## src/rtl/exec_muldiv_pkg.sv

```systemverilog
// Shared decode constants, operation and state encodings for the RV32M execute unit.
package exec_muldiv_pkg;

  localparam logic [6:0] OPC_OP    = 7'b0110011;
  localparam logic [6:0] F7_MULDIV = 7'b0000001;

  typedef enum logic [2:0] {
    F3_MUL    = 3'd0,
    F3_MULH   = 3'd1,
    F3_MULHSU = 3'd2,
    F3_MULHU  = 3'd3,
    F3_DIV    = 3'd4,
    F3_DIVU   = 3'd5,
    F3_REM    = 3'd6,
    F3_REMU   = 3'd7
  } muldiv_op_e;

  typedef enum logic [1:0] {
    S_IDLE = 2'd0,
    S_MUL  = 2'd1,
    S_DIV  = 2'd2,
    S_DONE = 2'd3
  } muldiv_state_e;

  function automatic logic is_muldiv(input logic [31:0] insn);
    return (insn[6:0] == OPC_OP) && (insn[31:25] == F7_MULDIV);
  endfunction

endpackage

```

## src/rtl/exec_muldiv_if.sv

```systemverilog
// Issue / writeback bundle between the exec stage and the multi-cycle mul/div unit.
interface exec_muldiv_if #(
  parameter int unsigned XLEN = 32
);
  logic            opcode_valid_i;
  logic [31:0]     opcode_opcode_i;
  logic [XLEN-1:0] opcode_ra_operand_i;
  logic [XLEN-1:0] opcode_rb_operand_i;
  logic            hold_i;
  logic            flush_i;
  logic            ready_o;
  logic            busy_o;
  logic            writeback_valid_o;
  logic [XLEN-1:0] writeback_value_o;

  modport master (
    output opcode_valid_i, opcode_opcode_i, opcode_ra_operand_i, opcode_rb_operand_i,
    output hold_i, flush_i,
    input  ready_o, busy_o, writeback_valid_o, writeback_value_o
  );

  modport slave (
    input  opcode_valid_i, opcode_opcode_i, opcode_ra_operand_i, opcode_rb_operand_i,
    input  hold_i, flush_i,
    output ready_o, busy_o, writeback_valid_o, writeback_value_o
  );
endinterface

```

## src/rtl/exec_muldiv_div.sv

```systemverilog
// Radix-2 restoring divider: one quotient bit per cycle on magnitudes, signs fixed on the last step.
module exec_muldiv_div #(
  parameter int unsigned XLEN = 32
) (
  input  logic            clk_i,
  input  logic            rst_i,
  input  logic            start,
  input  logic [XLEN-1:0] dividend,
  input  logic [XLEN-1:0] divisor,
  input  logic            is_signed,
  input  logic            rem_sel,
  output logic            done_c,
  output logic [XLEN-1:0] result_c
);

  localparam int unsigned CNT_W = $clog2(XLEN) + 1;

  logic [XLEN-1:0] quo_q, rem_q, dvs_q;
  logic [CNT_W-1:0] cnt_q;
  logic            neg_quo_q, neg_rem_q, rem_sel_q;

  logic            dvd_neg, dvs_neg;
  logic [XLEN-1:0] dvd_mag, dvs_mag;
  logic [XLEN:0]   shifted, diff;
  logic [XLEN-1:0] quo_n, rem_n;

  assign dvd_neg = is_signed & dividend[XLEN-1];
  assign dvs_neg = is_signed & divisor[XLEN-1];
  assign dvd_mag = dvd_neg ? -dividend : dividend;
  assign dvs_mag = dvs_neg ? -divisor : divisor;

  // A clear borrow bit means the trial subtraction fits: keep it and shift in a 1.
  always_comb begin
    shifted = {rem_q, quo_q[XLEN-1]};
    diff    = shifted - {1'b0, dvs_q};
    if (!diff[XLEN]) begin
      rem_n = diff[XLEN-1:0];
      quo_n = {quo_q[XLEN-2:0], 1'b1};
    end else begin
      rem_n = shifted[XLEN-1:0];
      quo_n = {quo_q[XLEN-2:0], 1'b0};
    end
  end

  assign done_c   = (cnt_q == CNT_W'(1));
  assign result_c = rem_sel_q ? (neg_rem_q ? -rem_n : rem_n)
                              : (neg_quo_q ? -quo_n : quo_n);

  always_ff @(posedge clk_i or posedge rst_i) begin
    if (rst_i) begin
      quo_q     <= '0;
      rem_q     <= '0;
      dvs_q     <= '0;
      cnt_q     <= '0;
      neg_quo_q <= 1'b0;
      neg_rem_q <= 1'b0;
      rem_sel_q <= 1'b0;
    end else if (start) begin
      quo_q     <= dvd_mag;
      rem_q     <= '0;
      dvs_q     <= dvs_mag;
      cnt_q     <= CNT_W'(XLEN);
      neg_quo_q <= dvd_neg ^ dvs_neg;
      neg_rem_q <= dvd_neg;
      rem_sel_q <= rem_sel;
    end else if (cnt_q != '0) begin
      quo_q <= quo_n;
      rem_q <= rem_n;
      cnt_q <= cnt_q - CNT_W'(1);
    end
  end

endmodule

```

## src/rtl/exec_muldiv.sv

```systemverilog
// RV32M execute unit: pipelined multiply, iterative divide, result held on writeback under hold_i.
module exec_muldiv
  import exec_muldiv_pkg::*;
#(
  parameter int unsigned XLEN       = 32,
  parameter int unsigned MUL_STAGES = 2
) (
  input  logic         clk_i,
  input  logic         rst_i,
  exec_muldiv_if.slave io
);

  localparam int unsigned PW        = 2 * XLEN + 2;
  localparam int unsigned MUL_CNT_W = (MUL_STAGES > 2) ? $clog2(MUL_STAGES - 1) : 1;
  localparam int unsigned MUL_LOAD  = (MUL_STAGES > 1) ? MUL_STAGES - 2 : 0;

  muldiv_state_e          state_q, state_d;
  logic [MUL_CNT_W-1:0]   mul_cnt_q, mul_cnt_d;
  logic                   wb_valid_q;
  logic [XLEN-1:0]        wb_value_q;
  logic                   wb_load;
  logic [XLEN-1:0]        wb_next;

  muldiv_op_e             op;
  logic                   is_m, is_div, div_signed, rem_sel, accept, ready_c;
  logic                   div_zero, div_ovf, div_done_c;
  logic [XLEN-1:0]        ra, rb, special_res, div_result_c, mul_res_c, mul_tail;
  logic signed [XLEN:0]   a_ext, b_ext;
  logic signed [PW-1:0]   prod;
  logic                   prod_unused, insn_unused;

  // Decode and accept
  assign ra         = io.opcode_ra_operand_i;
  assign rb         = io.opcode_rb_operand_i;
  assign is_m       = is_muldiv(io.opcode_opcode_i);
  assign op         = muldiv_op_e'(io.opcode_opcode_i[14:12]);
  assign is_div     = op inside {F3_DIV, F3_DIVU, F3_REM, F3_REMU};
  assign div_signed = op inside {F3_DIV, F3_REM};
  assign rem_sel    = op inside {F3_REM, F3_REMU};
  assign ready_c    = (state_q == S_IDLE) || ((state_q == S_DONE) && !io.hold_i);
  assign accept     = io.opcode_valid_i & ready_c & is_m & ~io.flush_i;
  assign insn_unused = ^{io.opcode_opcode_i[24:15], io.opcode_opcode_i[11:7]};

  // Divide corner cases bypass iteration entirely
  assign div_zero    = (rb == '0);
  assign div_ovf     = div_signed && (ra == {1'b1, {(XLEN-1){1'b0}}}) && (rb == '1);
  assign special_res = div_zero ? (rem_sel ? ra : '1) : (rem_sel ? '0 : ra);

  // Multiply from the accept-cycle operands; pipe registers give retiming slack
  always_comb begin
    a_ext = {(op inside {F3_MULH, F3_MULHSU}) & ra[XLEN-1], ra};
    b_ext = {(op == F3_MULH) & rb[XLEN-1], rb};
    prod  = PW'(a_ext) * PW'(b_ext);
  end
  assign mul_res_c   = (op == F3_MUL) ? prod[XLEN-1:0] : prod[2*XLEN-1:XLEN];
  assign prod_unused = ^prod[PW-1:2*XLEN];

  if (MUL_STAGES > 1) begin : g_pipe
    logic [XLEN-1:0] pipe_q [MUL_STAGES-1];
    always_ff @(posedge clk_i or posedge rst_i) begin
      if (rst_i) begin
        for (int i = 0; i < int'(MUL_STAGES) - 1; i++) pipe_q[i] <= '0;
      end else begin
        if (accept && !is_div) pipe_q[0] <= mul_res_c;
        for (int i = 1; i < int'(MUL_STAGES) - 1; i++) pipe_q[i] <= pipe_q[i-1];
      end
    end
    assign mul_tail = pipe_q[MUL_STAGES-2];
  end else begin : g_nopipe
    assign mul_tail = mul_res_c;
  end

  exec_muldiv_div #(.XLEN(XLEN)) u_div (
    .clk_i     (clk_i),
    .rst_i     (rst_i),
    .start     (accept & is_div),
    .dividend  (ra),
    .divisor   (rb),
    .is_signed (div_signed),
    .rem_sel   (rem_sel),
    .done_c    (div_done_c),
    .result_c  (div_result_c)
  );

  // Next state and writeback load
  always_comb begin
    state_d   = state_q;
    mul_cnt_d = mul_cnt_q;
    wb_load   = 1'b0;
    wb_next   = mul_tail;
    unique case (state_q)
      S_IDLE, S_DONE: begin
        if ((state_q == S_DONE) && !io.hold_i) state_d = S_IDLE;
        if (accept) begin
          if (is_div) begin
            if (div_zero || div_ovf) begin
              state_d = S_DONE;
              wb_load = 1'b1;
              wb_next = special_res;
            end else begin
              state_d = S_DIV;
            end
          end else if (MUL_STAGES == 1) begin
            state_d = S_DONE;
            wb_load = 1'b1;
            wb_next = mul_tail;
          end else begin
            state_d   = S_MUL;
            mul_cnt_d = MUL_CNT_W'(MUL_LOAD);
          end
        end
      end
      S_MUL: begin
        if (mul_cnt_q == '0) begin
          state_d = S_DONE;
          wb_load = 1'b1;
          wb_next = mul_tail;
        end else begin
          mul_cnt_d = mul_cnt_q - MUL_CNT_W'(1);
        end
      end
      S_DIV: begin
        if (div_done_c) begin
          state_d = S_DONE;
          wb_load = 1'b1;
          wb_next = div_result_c;
        end
      end
      default: state_d = S_IDLE;
    endcase
    if (io.flush_i) begin
      state_d = S_IDLE;
      wb_load = 1'b0;
    end
  end

  always_ff @(posedge clk_i or posedge rst_i) begin
    if (rst_i) begin
      state_q    <= S_IDLE;
      mul_cnt_q  <= '0;
      wb_valid_q <= 1'b0;
      wb_value_q <= '0;
    end else begin
      state_q    <= state_d;
      mul_cnt_q  <= mul_cnt_d;
      wb_valid_q <= (state_d == S_DONE);
      if (wb_load) wb_value_q <= wb_next;
    end
  end

  assign io.ready_o           = ready_c;
  assign io.busy_o            = (state_q != S_IDLE);
  assign io.writeback_valid_o = wb_valid_q;
  assign io.writeback_value_o = wb_value_q;

endmodule

```

## src/flat_wrapper.sv

```systemverilog
// flat-port wrapper written by rule: the top's interface ports become plain ports
module exec_muldiv_flat import exec_muldiv_pkg::*;
#(
  parameter int unsigned XLEN       = 32,
  parameter int unsigned MUL_STAGES = 2
)
  (clk_i, rst_i, io_opcode_valid_i, io_opcode_opcode_i, io_opcode_ra_operand_i, io_opcode_rb_operand_i, io_hold_i, io_flush_i, io_ready_o, io_busy_o, io_writeback_valid_o, io_writeback_value_o);
  exec_muldiv_if #(.XLEN(XLEN)) io_i ();
  input  logic clk_i;
  input  logic rst_i;
  input wire logic [$bits(io_i.opcode_valid_i)-1:0] io_opcode_valid_i;
  input wire logic [$bits(io_i.opcode_opcode_i)-1:0] io_opcode_opcode_i;
  input wire logic [$bits(io_i.opcode_ra_operand_i)-1:0] io_opcode_ra_operand_i;
  input wire logic [$bits(io_i.opcode_rb_operand_i)-1:0] io_opcode_rb_operand_i;
  input wire logic [$bits(io_i.hold_i)-1:0] io_hold_i;
  input wire logic [$bits(io_i.flush_i)-1:0] io_flush_i;
  output wire logic [$bits(io_i.ready_o)-1:0] io_ready_o;
  output wire logic [$bits(io_i.busy_o)-1:0] io_busy_o;
  output wire logic [$bits(io_i.writeback_valid_o)-1:0] io_writeback_valid_o;
  output wire logic [$bits(io_i.writeback_value_o)-1:0] io_writeback_value_o;
  assign io_i.opcode_valid_i = io_opcode_valid_i;
  assign io_i.opcode_opcode_i = io_opcode_opcode_i;
  assign io_i.opcode_ra_operand_i = io_opcode_ra_operand_i;
  assign io_i.opcode_rb_operand_i = io_opcode_rb_operand_i;
  assign io_i.hold_i = io_hold_i;
  assign io_i.flush_i = io_flush_i;
  assign io_ready_o = io_i.ready_o;
  assign io_busy_o = io_i.busy_o;
  assign io_writeback_valid_o = io_i.writeback_valid_o;
  assign io_writeback_value_o = io_i.writeback_value_o;
  exec_muldiv #(.XLEN(XLEN), .MUL_STAGES(MUL_STAGES)) u_core (.clk_i(clk_i), .rst_i(rst_i), .io(io_i));
endmodule
```

## config.mk

```make
export PLATFORM = sky130hd
export DESIGN_NAME = exec_muldiv_flat
export DESIGN_NICKNAME = d
export VERILOG_FILES = /design/src/rtl/exec_muldiv_pkg.sv /design/src/rtl/exec_muldiv_if.sv /design/src/rtl/exec_muldiv_div.sv /design/src/rtl/exec_muldiv.sv /design/src/flat_wrapper.sv
export SDC_FILE = /design/constraint.sdc
export NUM_CORES = 2
export LEC_CHECK = 0
export BUFFER_PORTS_ARGS = -buffer_cell sky130_fd_sc_hd__buf_2
export CORE_MARGIN = 3
export CORE_UTILIZATION = 61
export CTS_CLUSTER_SIZE = 14
export DETAILED_ROUTE_END_ITERATION = 6
export PLACE_DENSITY = 0.81
export SLEW_MARGIN = 20
export SYNTH_ARGS = -nofsm -noshare
export SYNTH_HDL_FRONTEND = slang
export SYNTH_SLANG_ARGS = --single-unit
```

## constraint.sdc

```tcl
create_clock -name clk_i -period 13.5 [get_ports clk_i]
set_input_delay 2.025 -clock clk_i [delete_from_list [all_inputs] [get_ports clk_i]]
set_output_delay 2.025 -clock clk_i [all_outputs]
set_load 0.02 [all_outputs]
```

Word level (Yosys, flattened, before mapping). Index checks and enable logic that the tools add are counted.

Bitwise operators: 10. Reduce and logical (&&, ||, !) cells: 22. Eq/ne operators: 17. Multiply operators: 1. Add/sub/neg operators: 7. Multiplexer cells: 41.

Operator list (count): $mux 32 (18); $neg 32->32 (4); $pmux 32 s3 (1); $eq 32x32->1 const B (2); $mul 33x33->64 (1); $sub 33x32->33 (1); $logic_not 32->1 (1); $eq 3x3->1 const B (4); $mux 2 (6); $mux 6 (2); $reduce_bool 2->1 (6); $mux 1 (11); $and 1x1->1 (8); $eq 7x1->1 const B (1); $eq 7x6->1 const B (1); $eq 2x2->1 const B (3); $eq 6x1->1 const B (1); $pmux 2 s3 (1); $reduce_bool 6->1 (1); $sub 6x1->6 const B (1); $logic_and 1x1->1 (5); $reduce_bool 4->1 (1); $eq 3x1->1 const B (1); $eq 3x2->1 const B (1); 14 further kinds (16).

Input bits: 101. Word-level logic and storage cells: 110. Output and inout bits: 35. Register bits: 173.

Logic depth before layout (Yosys ltp).
Depth after elaboration: 11. Gate-level depth with buffers: 33.

By module. A second synthesis with hierarchy kept.

Cells, all modules: 6152. Area total of the unflattened synthesis: 52880.7 um2.

By module, submodules not included: exec_muldiv (area an instance 42786.0 um2, times used 1, sequential area each 1676.6 um2, cells each 4843); exec_muldiv_div (area an instance 10094.7 um2, times used 1, sequential area each 2627.5 um2, cells each 1309).

Worst setup path after synthesis. OpenSTA, ideal clock, no wires.

Path kind: input to register. Start point: input port io_opcode_opcode_i[13]. End point: register u_core.g_pipe.pipe_q[31] (netlist bit). Required time: 13372 ps. Data arrival time: 10289 ps. Setup slack: 3083 ps. Stages: 30. Path through: clkbuf_1 xnor2_1 nor2_1 and2_0 clkbuf_1 nand2_1 fa_1 fa_1 inv_1 fa_1 inv_1 fa_1 inv_1 fa_1 fa_1 fa_1 inv_1 fa_1 inv_1 ha_1 clkbuf_1 a21o_1 a21o_1 a21oi_1 nor2b_1 a311oi_1 o21ba_2 o41ai_1 mux2i_1 o21ai_0.

Cells in the longest elaborated chain, start to end: 5. Elaborated cells between the ends (all ways): 15. Those cells by class: mul (1); eq/ne (6); mux (1); bitwise (2); reduce/logical (5).

Ends and longest elaborated chain: start: declaration (line flat_wrapper.sv:12) `input wire logic [$bits(io_i.opcode_opcode_i)-1:0] io_opcode_opcode_i;`; $eq 3x1->1 or $eq 3x2->1 (tied branches) (line exec_muldiv.sv:51, exec_muldiv.sv:52); $reduce_bool 2->1 (line exec_muldiv.sv:51) `a_ext = {(op inside {F3_MULH, F3_MULHSU}) & ra[XLEN-1], ra};`; $and 1x1->1 (line exec_muldiv.sv:51); $mul 33x33->64 (line exec_muldiv.sv:53) `prod = PW'(a_ext) * PW'(b_ext);`; $mux 32 (line exec_muldiv.sv:55) `assign mul_res_c = (op == F3_MUL) ? prod[XLEN-1:0] : prod[2*XLEN-1:XLEN];`; end: declaration (line exec_muldiv.sv:59) `logic [XLEN-1:0] pipe_q [MUL_STAGES-1];`.

Several ways; a longest one is shown, not always the timed one. A chain may end at the register's enable or synchronous reset.

Worst setup path after layout.
Start point: input port io_opcode_opcode_i[13]. End point: register u_core.g_pipe.pipe_q[29] (netlist bit).

Same word-level chain as after synthesis.

==> flow_summary.yaml <==
run_status:
  outcome: "finished with violations"
  violations: "DRC"
worst_setup_path:
  worst_setup_path_end_kind: "flip-flop"
  cp_slowest_cell: "and2_0"
  crit_path_frequent_cell: "fa_1"
  cpPeakStageDelay_ns: 0.76
  r2r-end: "u_core.io.writeback_value_o[2]"
  reg2reg_depth: 20
  cp_data_arrival_time_ns: 11.54
  crit_type: "in2reg"
  reg2reg_slack_ns: 7.74
  crit_required_ns: 13.82
  r2r-start: "u_core.u_div.quo_q[31]"
  cp_max_fo: 12
  start_kind: "input pin"
worst_hold_path:
  min_to: "u_core.u_div.dvs_q[8]"
  min_path_cells: 2
  hp-start: "u_core.u_div.dvs_q[8]"
  hold_path.class: "reg2reg"
die:
  design.core.area_um2: 84000
  ioPinCount: 136
  row_count: 106
  die_h_um: 298
  die_w_um: 298
  start_util_pct: 61.8
  dieArea_um2: 88600
timing:
  slew_headroom_pct: 21.5
  post-route-period-util_pct: 83.1
  report.final.setup_viol: 0
  rsz0062_at_grt: "no"
  setup_tns_ns: 0
  worstMarginPinSlew_ns: 1.18
  period_needed_ns: 11.22
  drv_slew: 0
  max_freq_mhz: 89.1
  finalHoldViolations: 0
  holdWs_ns: 0.482
  fin_ws_ns: 2.28
  finClkSkew_ns: 0.0212
drt:
  drtIter0Drc: 4358
  vias_per_cell: 6.03
  vias: 42600
  wl_um: 155000
  wire_per_inst_um: 21.9
  drc: 17
  ant_nets: 0
  dr.pass1.iters: 7
yosys:
  synth_top_area_share_pct: 43.5
  synth-main-ff-cell: "dfrtp_1"
  ys.warnings.count: 0
  synth.distinct_cells: 89
  synth_edf_count: 0
  synth_fp_nets: 7549
  syn_area_um2: 51900
  synth_seq_area_share_pct: 8.30
  async_flop_share_pct: 100
  postSynthCellCount: 6067
  yosysTopAreaCell: "fa_1"
  ys_ff_latch: 172
  ys_top_cells_by_area: "fa_1 43%, inv_1 9.0%, dfrtp_1 8.3%, nand2_1 7.1%, ha_1 6.2%"
  synth_area_per_cell_um2: 8.55
place:
  port_buffers: 120
  hpwl_um: 119000
  place_ws_ns: 1.89
  routabilityCongestion: 1.02
cts:
  cts_made_buffers: 17
  clockRootBuffer: "clkbuf_16"
  clk_latency_ns: 0.47
  clkTransAtPathRegs_ns: 0.08
  cts_max_level: 4
  cts_tree: "built"
  clockBufferDepth: 2
  cts_hold_buf: 0
  cts.repair.resized: 0
  cts_setup_buffers: 0
  clock_sinks: 172
global_route:
  grt_usage_pct: 35.7
  grt_pass1_vias: 44500
  overflow: 0
  antenna_found_initial: 20
  grt_max_degree: 125
  grt_pass1_wl_um: 247000
layout:
  drive_gt1_share_pct: 4.79
  nets: 7393
  final_cell_mix: "1237 x inv_1, 1126 x fa_1, 974 x nand2_1"
  area_growth_pct: 3.52
  fill_cells: 6852
  final_common_cell: "inv_1"
flow_run:
  cap_violations: 0
cells in the mapped netlist (19+ instances only):
cell type,number
a221oi_1,19
a31oi_1,25
nor2_1,303
fa_1,1126
and2_1,315
buf_1,93
o31ai_1,30
nor3_1,57
and3_1,25
o211ai_1,22
nand4_1,24
clkbuf_1,265
o21a_1,27
xnor2_1,136
or3_1,20
nand2_1,975
mux2i_1,51
a21o_1,39
inv_1,1238
ha_1,255
nand3_1,36
o21ai_0,182
a21oi_1,260
dfrtp_1,172
nand2b_1,22
nor4_1,22
xor2_1,66
critical path, delay by kind of cell:
family | cells | cell delay, ns
fa+ha+maj | 9 | 4.27
compound gates | 7 | 1.54
xor+xnor | 1 | 0.14
simple gates | 5 | 1.46
buf+inv | 10 | 2.07
area by class of cell:
cell class	count	area, µm²	share of cell area, %
multi-input combinational	4287	41500	77.4
inverter	1238	4650	8.66
sequential	172	4300	8.02
tap	1134	1420	2.64
timing repair buffer	195	1180	2.20
clock buffer	17	425	0.792
clock inverter	15	145	0.270
antenna	13	32.5	0.0606
how the worst max path moves through the flow:
stage | to | cells past startpoint | slack (ns) | start
floorplan | u_core.g_pipe.pipe_q[31] | 30 | 3.08 | io_opcode_opcode_i[13]
global placement | u_core.g_pipe.pipe_q[24] | 34 | 2.05 | io_opcode_opcode_i[13]
detailed placement | u_core.g_pipe.pipe_q[29] | 32 | 1.89 | io_opcode_opcode_i[13]
CTS | u_core.g_pipe.pipe_q[29] | 32 | 2.36 | io_opcode_opcode_i[13]
global route | u_core.g_pipe.pipe_q[24] | 34 | 1.76 | io_opcode_opcode_i[13]
finish | u_core.g_pipe.pipe_q[29] | 32 | 2.28 | io_opcode_opcode_i[13]
stage by stage:
stage	instance area [µm²]	util (%)	instances
5_1_grt	53700	63.9	7060
3_3_place_gp	53100	63.2	7025
3_5_place_dp	53100	63.2	7025
6_report	53700	64.0	7071
2_1_floorplan	51900	-	6067
4_1_cts	53600	63.9	7057
state kept, by name, summed over array words and instances, names as in the netlist, 2 cells and up:
register and flops:
u_core.u_div.dvs_q 32, u_core.u_div.quo_q 32, u_core.g_pipe.pipe_q 32, u_core.u_div.cnt_q 6
u_core.u_div.rem_q 32, u_core.io.writeback_value_o 32, u_core.state_q 2
per-layer routing:
metal | track usage (%) | part of all wire, %
met5 | 0 | 0.050
met2 | 55.8 | 45
met3 | 7.47 | 11
met4 | 20.6 | 7.1
met1 | 46.6 | 37
logic make-up (layout without fill, tap and decap cells):
group	count (synthesis)	count (layout)	synth area share [%]
simple gates	1884	1884	16.6
buf+inv	1608	1465	11.7
fa+ha+maj	1381	1381	49.6
compound gates	763	763	9.27
xor+xnor	202	202	3.41
flops	172	172	8.30
mux	57	57	1.14
other cells	0	13	0
Power is left out: the tool's default activity adds up to more than one toggle a clock period on the data nets, which glitch-free logic cannot reach.
